### src/rtl/redmule_dbus_demux_if.sv
// Core-side data bus of the RedMulE demux: request channel plus in-order response.
// The demux takes the slave modport; the core (or bench) drives the master modport.
interface redmule_dbus_demux_if;
    logic        req;
    logic        gnt;
    logic [31:0] addr;
    logic        we;
    logic [3:0]  be;
    logic [31:0] wdata;
    logic        rvalid;
    logic [31:0] rdata;
    logic        err;

    modport master (
        output req, addr, we, be, wdata,
        input  gnt, rvalid, rdata, err
    );

    modport slave (
        input  req, addr, we, be, wdata,
        output gnt, rvalid, rdata, err
    );
endinterface

### src/rtl/redmule_dbus_demux.sv
// Data-bus demux: region-table decode, in-order outstanding tracking, error/MMIO responder.
// Optional built-in MMIO target (exit/print/cycle counter) under REDMULE_DBUS_DEMUX_MMIO_EN.
module redmule_dbus_demux #(
    parameter int unsigned              N_TGT     = 3,
    parameter int unsigned              MAX_OUT   = 4,
    // Element 0 sits at the LSB end of the packed literal.
    parameter logic [N_TGT-1:0][31:0]   TGT_BASE  = {32'h00110000, 32'h00140000, 32'h00001000},
    parameter logic [N_TGT-1:0][31:0]   TGT_SIZE  = {32'h00030000, 32'h00030000, 32'h000FF000},
    parameter logic [31:0]              MMIO_BASE = 32'h80000000,
    parameter logic [31:0]              ERR_RDATA = 32'hBADCAB1E
) (
    input  logic                    clk_i,
    input  logic                    rst_ni,
    redmule_dbus_demux_if.slave     bus,
    output logic [N_TGT-1:0]        tgt_req_o,
    input  logic [N_TGT-1:0]        tgt_gnt_i,
    output logic [31:0]             tgt_addr_o,
    output logic                    tgt_we_o,
    output logic [3:0]              tgt_be_o,
    output logic [31:0]             tgt_wdata_o,
    input  logic [N_TGT-1:0]        tgt_rvalid_i,
    input  logic [N_TGT-1:0][31:0]  tgt_rdata_i,
    output logic                    exit_valid_o,
    output logic [31:0]             exit_code_o,
    output logic                    print_valid_o,
    output logic [7:0]              print_char_o,
    output logic                    proto_err_o
);

    localparam int unsigned ID_W  = $clog2(N_TGT + 2);
    localparam int unsigned PTR_W = $clog2(MAX_OUT);

    typedef logic [ID_W-1:0] id_t;

    localparam id_t UNMAP_ID = id_t'(N_TGT + 1);
`ifdef REDMULE_DBUS_DEMUX_MMIO_EN
    localparam id_t MMIO_ID  = id_t'(N_TGT);
`else
    localparam id_t MMIO_ID  = UNMAP_ID;
`endif

    assign tgt_addr_o  = bus.addr;
    assign tgt_we_o    = bus.we;
    assign tgt_be_o    = bus.be;
    assign tgt_wdata_o = bus.wdata;

    logic [N_TGT-1:0] tgt_hit;
    logic             mmio_hit;
    id_t              sel_id;

    always_comb begin
        for (int unsigned i = 0; i < N_TGT; i++) begin
            tgt_hit[i] = ({1'b0, bus.addr} >= {1'b0, TGT_BASE[i]}) &&
                         ({1'b0, bus.addr} <  ({1'b0, TGT_BASE[i]} + {1'b0, TGT_SIZE[i]}));
        end
    end

    assign mmio_hit = ({1'b0, bus.addr} >= {1'b0, MMIO_BASE}) &&
                      ({1'b0, bus.addr} <  ({1'b0, MMIO_BASE} + 33'h100));

    // Descending scan so the lowest matching region index wins.
    always_comb begin
        sel_id = mmio_hit ? MMIO_ID : UNMAP_ID;
        for (int unsigned i = N_TGT; i > 0; i--) begin
            if (tgt_hit[i-1]) sel_id = id_t'(i - 1);
        end
    end

    id_t              fifo_id [MAX_OUT];
    logic             fifo_rd [MAX_OUT];
    logic [PTR_W-1:0] wptr, rptr;
    logic [PTR_W:0]   count;
    logic             empty, full;
    id_t              youngest_id, head_id;
    logic             head_rd;

    assign empty       = (count == '0);
    assign full        = (count == (PTR_W+1)'(MAX_OUT));
    assign youngest_id = fifo_id[wptr - PTR_W'(1)];
    assign head_id     = fifo_id[rptr];
    assign head_rd     = fifo_rd[rptr];

    logic order_ok, avail, is_ext, accept, pop;

    // The FIFO only ever holds one id, so responses cannot overtake each other.
    assign order_ok = empty || (sel_id == youngest_id);
    assign avail    = bus.req && !full && order_ok;
    assign is_ext   = (sel_id < id_t'(N_TGT));

    always_comb begin
        for (int unsigned k = 0; k < N_TGT; k++) begin
            tgt_req_o[k] = avail && (sel_id == id_t'(k));
        end
    end

    assign accept  = is_ext ? |(tgt_req_o & tgt_gnt_i) : avail;
    assign bus.gnt = accept;

    logic        int_valid, int_err;
    logic [31:0] int_rdata, int_rdata_next;

    logic             head_ext, ext_rvalid;
    logic [31:0]      ext_rdata;
    logic [N_TGT-1:0] exp_mask;

    always_comb begin
        head_ext   = 1'b0;
        ext_rvalid = 1'b0;
        ext_rdata  = '0;
        exp_mask   = '0;
        for (int unsigned k = 0; k < N_TGT; k++) begin
            if (!empty && head_id == id_t'(k)) begin
                head_ext    = 1'b1;
                ext_rvalid  = tgt_rvalid_i[k];
                ext_rdata   = tgt_rdata_i[k];
                exp_mask[k] = 1'b1;
            end
        end
    end

    assign bus.rvalid = !empty && (head_ext ? ext_rvalid : int_valid);
    assign bus.rdata  = !bus.rvalid ? '0 :
                        head_ext    ? ext_rdata :
                        head_rd     ? int_rdata : '0;
    assign bus.err    = bus.rvalid && !head_ext && int_err;
    assign pop        = bus.rvalid;

    always_ff @(posedge clk_i) begin
        if (accept) begin
            fifo_id[wptr] <= sel_id;
            fifo_rd[wptr] <= !bus.we;
        end
    end

    always_ff @(posedge clk_i or negedge rst_ni) begin
        if (!rst_ni) begin
            wptr  <= '0;
            rptr  <= '0;
            count <= '0;
        end else begin
            if (accept) wptr <= wptr + PTR_W'(1);
            if (pop)    rptr <= rptr + PTR_W'(1);
            count <= count + (PTR_W+1)'(accept) - (PTR_W+1)'(pop);
        end
    end

`ifdef REDMULE_DBUS_DEMUX_MMIO_EN
    logic [31:0] cycle_cnt;
    logic [5:0]  mmio_word;
    logic        mmio_wr;

    assign mmio_word = bus.addr[7:2] - MMIO_BASE[7:2];
    assign mmio_wr   = accept && (sel_id == MMIO_ID) && bus.we;

    always_comb begin
        int_rdata_next = ERR_RDATA;
        if (sel_id == MMIO_ID) int_rdata_next = (mmio_word == 6'd0) ? cycle_cnt : '0;
    end

    always_ff @(posedge clk_i or negedge rst_ni) begin
        if (!rst_ni) begin
            cycle_cnt     <= '0;
            exit_valid_o  <= 1'b0;
            exit_code_o   <= '0;
            print_valid_o <= 1'b0;
            print_char_o  <= '0;
        end else begin
            cycle_cnt     <= cycle_cnt + 32'd1;
            print_valid_o <= mmio_wr && (mmio_word == 6'd1);
            if (mmio_wr && mmio_word == 6'd0) begin
                exit_valid_o <= 1'b1;
                exit_code_o  <= bus.wdata;
            end
            if (mmio_wr && mmio_word == 6'd1) print_char_o <= bus.wdata[7:0];
        end
    end
`else
    assign int_rdata_next = ERR_RDATA;
    assign exit_valid_o   = 1'b0;
    assign exit_code_o    = '0;
    assign print_valid_o  = 1'b0;
    assign print_char_o   = '0;
`endif

    // One-entry internal responder: answers exactly one cycle after each accept.
    always_ff @(posedge clk_i or negedge rst_ni) begin
        if (!rst_ni) begin
            int_valid <= 1'b0;
            int_err   <= 1'b0;
            int_rdata <= '0;
        end else begin
            int_valid <= accept && !is_ext;
            if (accept && !is_ext) begin
                int_err   <= (sel_id == UNMAP_ID);
                int_rdata <= int_rdata_next;
            end
        end
    end

    always_ff @(posedge clk_i or negedge rst_ni) begin
        if (!rst_ni) proto_err_o <= 1'b0;
        else if (|(tgt_rvalid_i & ~exp_mask)) proto_err_o <= 1'b1;
    end

endmodule

### src/flat_wrapper.sv
// flat-port wrapper written by rule: the top's interface ports become plain ports
module redmule_dbus_demux_flat 
#(
    parameter int unsigned              N_TGT     = 3,
    parameter int unsigned              MAX_OUT   = 4,
                                                           
    parameter logic [N_TGT-1:0][31:0]   TGT_BASE  = {32'h00110000, 32'h00140000, 32'h00001000},
    parameter logic [N_TGT-1:0][31:0]   TGT_SIZE  = {32'h00030000, 32'h00030000, 32'h000FF000},
    parameter logic [31:0]              MMIO_BASE = 32'h80000000,
    parameter logic [31:0]              ERR_RDATA = 32'hBADCAB1E
)
  (clk_i, rst_ni, tgt_req_o, tgt_gnt_i, tgt_addr_o, tgt_we_o, tgt_be_o, tgt_wdata_o, tgt_rvalid_i, tgt_rdata_i, exit_valid_o, exit_code_o, print_valid_o, print_char_o, proto_err_o, bus_req, bus_addr, bus_we, bus_be, bus_wdata, bus_gnt, bus_rvalid, bus_rdata, bus_err);
  redmule_dbus_demux_if bus_i ();
  input  logic clk_i;
  input  logic rst_ni;
  output logic [N_TGT-1:0] tgt_req_o;
  input  logic [N_TGT-1:0] tgt_gnt_i;
  output logic [31:0] tgt_addr_o;
  output logic tgt_we_o;
  output logic [3:0] tgt_be_o;
  output logic [31:0] tgt_wdata_o;
  input  logic [N_TGT-1:0] tgt_rvalid_i;
  input  logic [N_TGT-1:0][31:0] tgt_rdata_i;
  output logic exit_valid_o;
  output logic [31:0] exit_code_o;
  output logic print_valid_o;
  output logic [7:0] print_char_o;
  output logic proto_err_o;
  input wire logic [$bits(bus_i.req)-1:0] bus_req;
  input wire logic [$bits(bus_i.addr)-1:0] bus_addr;
  input wire logic [$bits(bus_i.we)-1:0] bus_we;
  input wire logic [$bits(bus_i.be)-1:0] bus_be;
  input wire logic [$bits(bus_i.wdata)-1:0] bus_wdata;
  output wire logic [$bits(bus_i.gnt)-1:0] bus_gnt;
  output wire logic [$bits(bus_i.rvalid)-1:0] bus_rvalid;
  output wire logic [$bits(bus_i.rdata)-1:0] bus_rdata;
  output wire logic [$bits(bus_i.err)-1:0] bus_err;
  assign bus_i.req = bus_req;
  assign bus_i.addr = bus_addr;
  assign bus_i.we = bus_we;
  assign bus_i.be = bus_be;
  assign bus_i.wdata = bus_wdata;
  assign bus_gnt = bus_i.gnt;
  assign bus_rvalid = bus_i.rvalid;
  assign bus_rdata = bus_i.rdata;
  assign bus_err = bus_i.err;
  redmule_dbus_demux #(.N_TGT(N_TGT), .MAX_OUT(MAX_OUT), .TGT_BASE(TGT_BASE), .TGT_SIZE(TGT_SIZE), .MMIO_BASE(MMIO_BASE), .ERR_RDATA(ERR_RDATA)) u_core (.clk_i(clk_i), .rst_ni(rst_ni), .bus(bus_i), .tgt_req_o(tgt_req_o), .tgt_gnt_i(tgt_gnt_i), .tgt_addr_o(tgt_addr_o), .tgt_we_o(tgt_we_o), .tgt_be_o(tgt_be_o), .tgt_wdata_o(tgt_wdata_o), .tgt_rvalid_i(tgt_rvalid_i), .tgt_rdata_i(tgt_rdata_i), .exit_valid_o(exit_valid_o), .exit_code_o(exit_code_o), .print_valid_o(print_valid_o), .print_char_o(print_char_o), .proto_err_o(proto_err_o));
endmodule
### config.mk
export PLATFORM = sky130hd
export DESIGN_NAME = redmule_dbus_demux_flat
export DESIGN_NICKNAME = d
export VERILOG_FILES = /design/src/rtl/redmule_dbus_demux_if.sv /design/src/rtl/redmule_dbus_demux.sv /design/src/flat_wrapper.sv
export SDC_FILE = /design/constraint.sdc
export NUM_CORES = 1
export LEC_CHECK = 0
export CAP_MARGIN = 20
export CELL_PAD_IN_SITES_DETAIL_PLACEMENT = 2
export CELL_PAD_IN_SITES_GLOBAL_PLACEMENT = 2
export CORE_AREA = 2 2 127 129
export DETAILED_ROUTE_END_ITERATION = 10
export DIE_AREA = 0 0 129 131
export DONT_BUFFER_PORTS = 1
export GPL_TIMING_DRIVEN = 0
export PLACE_DENSITY_LB_ADDON = 0.1
export SLEW_MARGIN = 20
export SYNTH_ARGS = -nofsm -noshare
export SYNTH_HDL_FRONTEND = slang
export SYNTH_SLANG_ARGS = --single-unit
### constraint.sdc
create_clock -name clk_i -period 3.5 [get_ports clk_i]
set_input_delay 0.7 -clock clk_i [delete_from_list [all_inputs] [get_ports clk_i]]
set_output_delay 0.7 -clock clk_i [all_outputs]
set_load 0.005 [all_outputs]
Word level (Yosys, flattened, before mapping) --
Memory sizes are Yosys's and may differ from the RTL's. Index checks and enable logic that the tools add are counted.
Cells by class: $add $sub $neg 5, magnitude comparators 7, eq/ne operators 7, mux-type cells 21, bitwise operators 3, reductions and logical operators 26
Operators by type and width (count):
- $mux 32 | 6
- $lt 32x21->1 const B | 3
- $ge 32x21->1 const B | 2
- $ge 32x13->1 const B | 1
- $logic_and 1x1->1 | 15
- $mux 1 | 12
- $logic_not 3->1 | 3
- $mux 3 | 3
- $and 3x3->3 | 2
- $eq 3x1->1 const B | 2
- $eq 3x2->1 const B | 2
- $eq 3x3->1 const B | 2
- $reduce_or 3->1 | 2
- $logic_not 1->1 | 5
- $add 2x1->2 const B | 2
- $add 3x1->3 | 1
- $eq 3x3->1 | 1
- $lt 3x2->1 const B | 1
- $not 3->3 | 1
- $sub 3x1->3 | 1
- $sub 2x1->2 const B | 1
- $logic_or 1x1->1 | 1
Word-level totals: register bits after elaboration 11, RAM bits 16, bits of input ports 174, output and inout port bits 150, logic and storage cells 78, memories kept 2
Memory list:
- u_core.fifo_id | depth 4, width 3, rd ports 2, clocked after Yosys merged registers in 0, wr ports 1, line redmule_dbus_demux.sv:69 | id_t fifo_id [MAX_OUT];
- u_core.fifo_rd | depth 4, width 1, rd ports 1, clocked after Yosys merged registers in 0, wr ports 1, line redmule_dbus_demux.sv:70 | logic fifo_rd [MAX_OUT];

Logic depth before layout (Yosys ltp) --
depth in word-level cells 14, depth in mapped cells 12, depth with buffers taken out 12

Least setup slack after synthesis --
Ideal clock, no wire load.
path kind in2reg, start input port bus_addr[27], end register u_core.count[2], library setup time 123 ps, data arrival time 3091 ps, required time 3377 ps, slack 287 ps, stages 11, path buffers 0, cell sequence nor4_2 -> nand4_1 -> or4_1 -> a31o_2 -> nand3_2 -> nor2_2 -> xor2_1 -> ha_1 -> fa_1 -> xor2_1 -> xnor2_1
Between the ends: cells in the longest elaborated chain, start to end 14, elaborated cells between the ends (all ways) 27, classes of those cells add/sub: 2; order compare: 7; eq/ne: 3; mux: 4; bitwise: 1; reduce/logical: 10
Ends and longest elaborated chain:
- start: declaration | line flat_wrapper.sv:30 | input wire logic [$bits(bus_i.addr)-1:0] bus_addr;
- $ge 32x21->1 / $lt 32x21->1 (equally long branches) | line redmule_dbus_demux.sv:53, redmule_dbus_demux.sv:54
- $logic_and 1x1->1 | line redmule_dbus_demux.sv:53 | tgt_hit[i] = ({1'b0, bus.addr} >= {1'b0, TGT_BASE[i]}) &&
- $mux 3 (2 in a row) | line redmule_dbus_demux.sv:65 | if (tgt_hit[i-1]) sel_id = id_t'(i - 1);
- $mux 3 * | line redmule_dbus_demux.sv:65
- $eq 3x3->1 | line redmule_dbus_demux.sv:86 | assign order_ok = empty || (sel_id == youngest_id);
- $logic_or 1x1->1 | line redmule_dbus_demux.sv:86
- $logic_and 1x1->1 | line redmule_dbus_demux.sv:87 | assign avail = bus.req && !full && order_ok;
- $logic_and 1x1->1 | line redmule_dbus_demux.sv:92 | tgt_req_o[k] = avail && (sel_id == id_t'(k));
- $and 3x3->3 | line redmule_dbus_demux.sv:96 | assign accept = is_ext ? |(tgt_req_o & tgt_gnt_i) : avail;
- $reduce_or 3->1 | line redmule_dbus_demux.sv:96
- $mux 1 * | line redmule_dbus_demux.sv:96
- via bus_gnt | line flat_wrapper.sv:34 | output wire logic [$bits(bus_i.gnt)-1:0] bus_gnt;
- $add 3x1->3 * | line redmule_dbus_demux.sv:143 | count <= count + (PTR_W+1)'(accept) - (PTR_W+1)'(pop);
- $sub 3x1->3 * | line redmule_dbus_demux.sv:143
- end signal: assignment | line redmule_dbus_demux.sv:143
- end: declaration | line redmule_dbus_demux.sv:72 | logic [PTR_W:0] count;
The timed path passes the listed nets; every way through them passes the cells marked *. A chain may end at the register's enable or synchronous reset.

Worst setup path after layout --
start register u_core.rptr[1], end output port bus_rdata[27]
Between the ends: cells in the longest elaborated chain, start to end 9, elaborated cells between the ends (all ways) 22, classes of those cells eq/ne: 2; mux: 13; reduce/logical: 5; memory: 2
Ends and longest elaborated chain:
- start: declaration | line redmule_dbus_demux.sv:71 | logic [PTR_W-1:0] wptr, rptr;
- start signal: assignment | line redmule_dbus_demux.sv:142 | if (pop) rptr <= rptr + PTR_W'(1);
- $mem_v2 4x3
- $logic_not 3->1 | line redmule_dbus_demux.sv:112 | if (!empty && head_id == id_t'(k)) begin
- $logic_and 1x1->1 | line redmule_dbus_demux.sv:112
- $mux 1 (3 in a row) | line redmule_dbus_demux.sv:112
- $mux 1 | line redmule_dbus_demux.sv:121 | assign bus.rvalid = !empty && (head_ext ? ext_rvalid : int_valid);
- $logic_and 1x1->1 | line redmule_dbus_demux.sv:121
- $mux 32 * | line redmule_dbus_demux.sv:122 | assign bus.rdata = !bus.rvalid ? '0 :
- end: declaration | line flat_wrapper.sv:36 | output wire logic [$bits(bus_i.rdata)-1:0] bus_rdata;
Every way passes the cells marked *; elsewhere a longest branch is shown, timed or not.

==> impl_metrics.csv <==
group,metric,value,unit
drt,dr.pass1.iters,4,
grt,grt_max_degree,18,
clock_tree,cts.sinks,27,
worst_setup_path,ff2ff_path_depth,12,
layout,fin_util,0.237,
layout,design_area,3700,sq um
yosys,synth-seq-cells,27,
yosys,synth_area_leader_cell,"buf_4",
run,max-cap-violations,0,
worst_setup_path,crit_path_max_fanout,10,
power_and_ir_drop,p_per_area,658,nW/um^2
yosys,muxShareOfSynthArea,0.120,
die,num_io_pins,324,
clock_tree,cts.clk_slew.worst_paths,70,ps
yosys,synthAdderAreaFrac,0.0265,
placement,pre_cts_ws,-190,ps
hold_path,hp-class,"primary input to asynchronous set/reset pin",
placement,placed_cell_area,3540,sq um
drt,vias,2571,
yosys,yosys-top-cells-area,"buf_4 (27%), edfxtp_1 (15%), dfrtp_1 (8.8%), a211oi_1 (7.7%), mux2i_1 (6.1%)",
die,initial_utilization,0.200,
sta,whs,123,ps
grt,grt_pass1_vias,2566,
worst_setup_path,reg2reg_slack,210,ps
yosys,ys_async_sr_fraction,0.407,
sta,finalHoldViolations,0,
layout,areaGrowthSynthToFinish,18.8,%
clock_tree,clk_latency,260,ps
sta,worst_slack,182,ps
die,num_rows,46,
yosys,yosysUniqueCellTypes,48,
clock_tree,cts_tree,"yes",
die,core,15600,sq um
drt,detail_route.iter0.violations,50,
placement,dp_hpwl,9.97,mm
worst_setup_path,cp.arrival,2620,ps
placement,portBuffers,0,
clock_tree,cts_inserted_buffers,3,
layout,n_antenna_cell,0,
clock_tree,clk_path_buf_depth,2,
placement,gp_congestion,0.656,
die,die_h,131,um
sta,clock.fmax,301,MHz
die,dieWidth,129,um
run_status,status,"finished clean",
sta,rsz0062_at_grt,"false",
layout,final_common_cell,"buf_4",
worst_setup_path,r2r-start,"u_core.wptr[1]$_DFFE_PN0P_",
yosys,yosys.area_share.simple,0.144,
drt,viasPerCell,4.11,
sta,setup_viol,0,
sta,tightest_slew,711,ps
drt,drc,0,
clock_tree,cts-root-buf,"clkbuf_16",
yosys,yosysSeqAreaShare,0.243,
yosys,syn_inst,362,
sta,period_needed,3320,ps
power_and_ir_drop,p_total,2.43,mW
yosys,syn_area_per_cell,8.60,sq um
yosys,synth_ff_type,"edfxtp_1",
grt,track_usage,0.116,
worst_setup_path,cp.required,2800,ps
worst_setup_path,criticalPathCategory,"flip-flop to output port",
clock_tree,htreeDepth,1,
sta,maxSlewViolCount,0,
power_and_ir_drop,p_leak,1.63,nW
yosys,yosysWarningCount,0,
sta,fin_crit_sh,0.948,
layout,drive_gt1_frac,0.396,
drt,routed_wl,11.3,mm
grt,antenna_found_initial,2,
layout,fillers,1834,
drt,antenna_left,0,
sta,relSlewSlack,0.526,
die,die_area,16900,sq um
yosys,synth_top_family_by_area,"buffers and inverters",
layout,final_cell_mix,"buf_4 (113), nor2_1 (44), conb_1 (42), a211oi_1 (28)",
yosys,synth_edf_count,16,
power_and_ir_drop,peakVddDrop,0.287,mV
sta,clock_skew,3.26,ps
drt,detail_route.wl_per_cell,18.1,um
yosys,synth_area,3110,sq um
worst_setup_path,startpoint_type,"flip-flop",
grt,grt_pass1_wl,15.2,mm
worst_setup_path,reg2reg_to,"u_core.count[2]$_DFF_PN0_",
yosys,synth_top_area_share,0.268,
layout,nets,590,
yosys,synth-xor-area-share,0.0197,
grt,grt_overflow,0,
worst_setup_path,cp-end-kind,"output port",
yosys,synth_compound_area_frac,0.148,
-- layer usage --
layer / wire, um / track usage
met5: 25 / 0
met4: 65 / 0.0128
met3: 841 / 0.0309
met2: 6470 / 0.232
met1: 3930 / 0.126
-- flip-flops by register name, indices dropped and copies added, names as in the netlist --
register	flops
u_core.proto_err_o	1
u_core.int_rdata	1
u_core.fifo_rd	4
u_core.count	3
u_core.int_err	1
u_core.wptr	2
u_core.int_valid	1
u_core.fifo_id	12
u_core.rptr	2
-- critical path: stages, from the launching register on --
cell	delay, ps
dfrtp_1	480
mux4_2	530
buf_2	190
mux2_4	320
o211ai_4	280
inv_2	70
a31oi_4	210
buf_6	170
a211oi_1	80
-- synth_stat cells, types with 5 or more instances --
cell / instances
clkbuf_1: 7
and2_1: 7
mux2i_1: 19
inv_1: 7
buf_4: 111
dfrtp_1: 11
mux4_2: 7
ha_1: 5
o21ai_0: 16
edfxtp_1: 16
nand2_1: 19
a211oi_1: 32
nor2_1: 46
nor3_1: 5
-- cells by family after synthesis --
group | count (synthesis)
adder cells (fa/ha/maj) | 6
multiplexers | 28
other | 1
AND/OR/NAND/NOR | 97
XOR/XNOR | 7
AO/OA/AOI/OAI | 63
flip-flops | 27
buffers and inverters | 133
-- power by group --
part,switching [mW],internal [mW],leakage (nW)
Sequential,0.0634,0.428,0.261
Clock,0.115,0.158,0.0415
Combinational,0.988,0.682,1.33
Total,1.17,1.27,1.63
-- metrics by stage --
| step | setup TNS, ps | instances |
|---|---|---|
| floorplan | 0 | 403 |
| global placement | -124 | 619 |
| detailed placement | -190 | 619 |
| CTS | 0 | 624 |
| global route | 0 | 625 |
| finish | 0 | 625 |
-- cell type report --
cell class / instances / area (sq um) / area share
Buffer: 125 / 910 / 0.246
Clock inverter: 1 / 8.76 / 0.00237
Sequential cell: 27 / 757 / 0.205
Multi-Input combinational cell: 243 / 1620 / 0.438
Tap cell: 216 / 270 / 0.0730
Inverter: 8 / 30.0 / 0.00811
Clock buffer: 3 / 75.1 / 0.0203
Timing Repair Buffer: 2 / 27.5 / 0.00744
-- how the worst max path moves through the flow --
stage | startpoint | end | slack (ps)
finish | u_core.rptr[1]$_DFFE_PN0P_ | bus_rdata[27] | 180
global route | u_core.rptr[0]$_DFFE_PN0P_ | bus_rdata[11] | 10
CTS | u_core.wptr[0]$_DFFE_PN0P_ | u_core.count[2]$_DFF_PN0_ | 4
detailed placement | bus_addr[27] | u_core.count[2]$_DFF_PN0_ | -190
global placement | bus_addr[27] | u_core.count[2]$_DFF_PN0_ | -120
floorplan | bus_addr[27] | u_core.count[2]$_DFF_PN0_ | 290
-- repair_timing --
action	in CTS	in global routing
endpoints found under the setup margin	25	30
hold endpoints to repair	0	0
buffers inserted	1	1
pin swaps	0	0
cloned	0	0
hold buffers	0	0
resized for setup	7	17
Note: power is estimated with default switching activity, not from simulation.
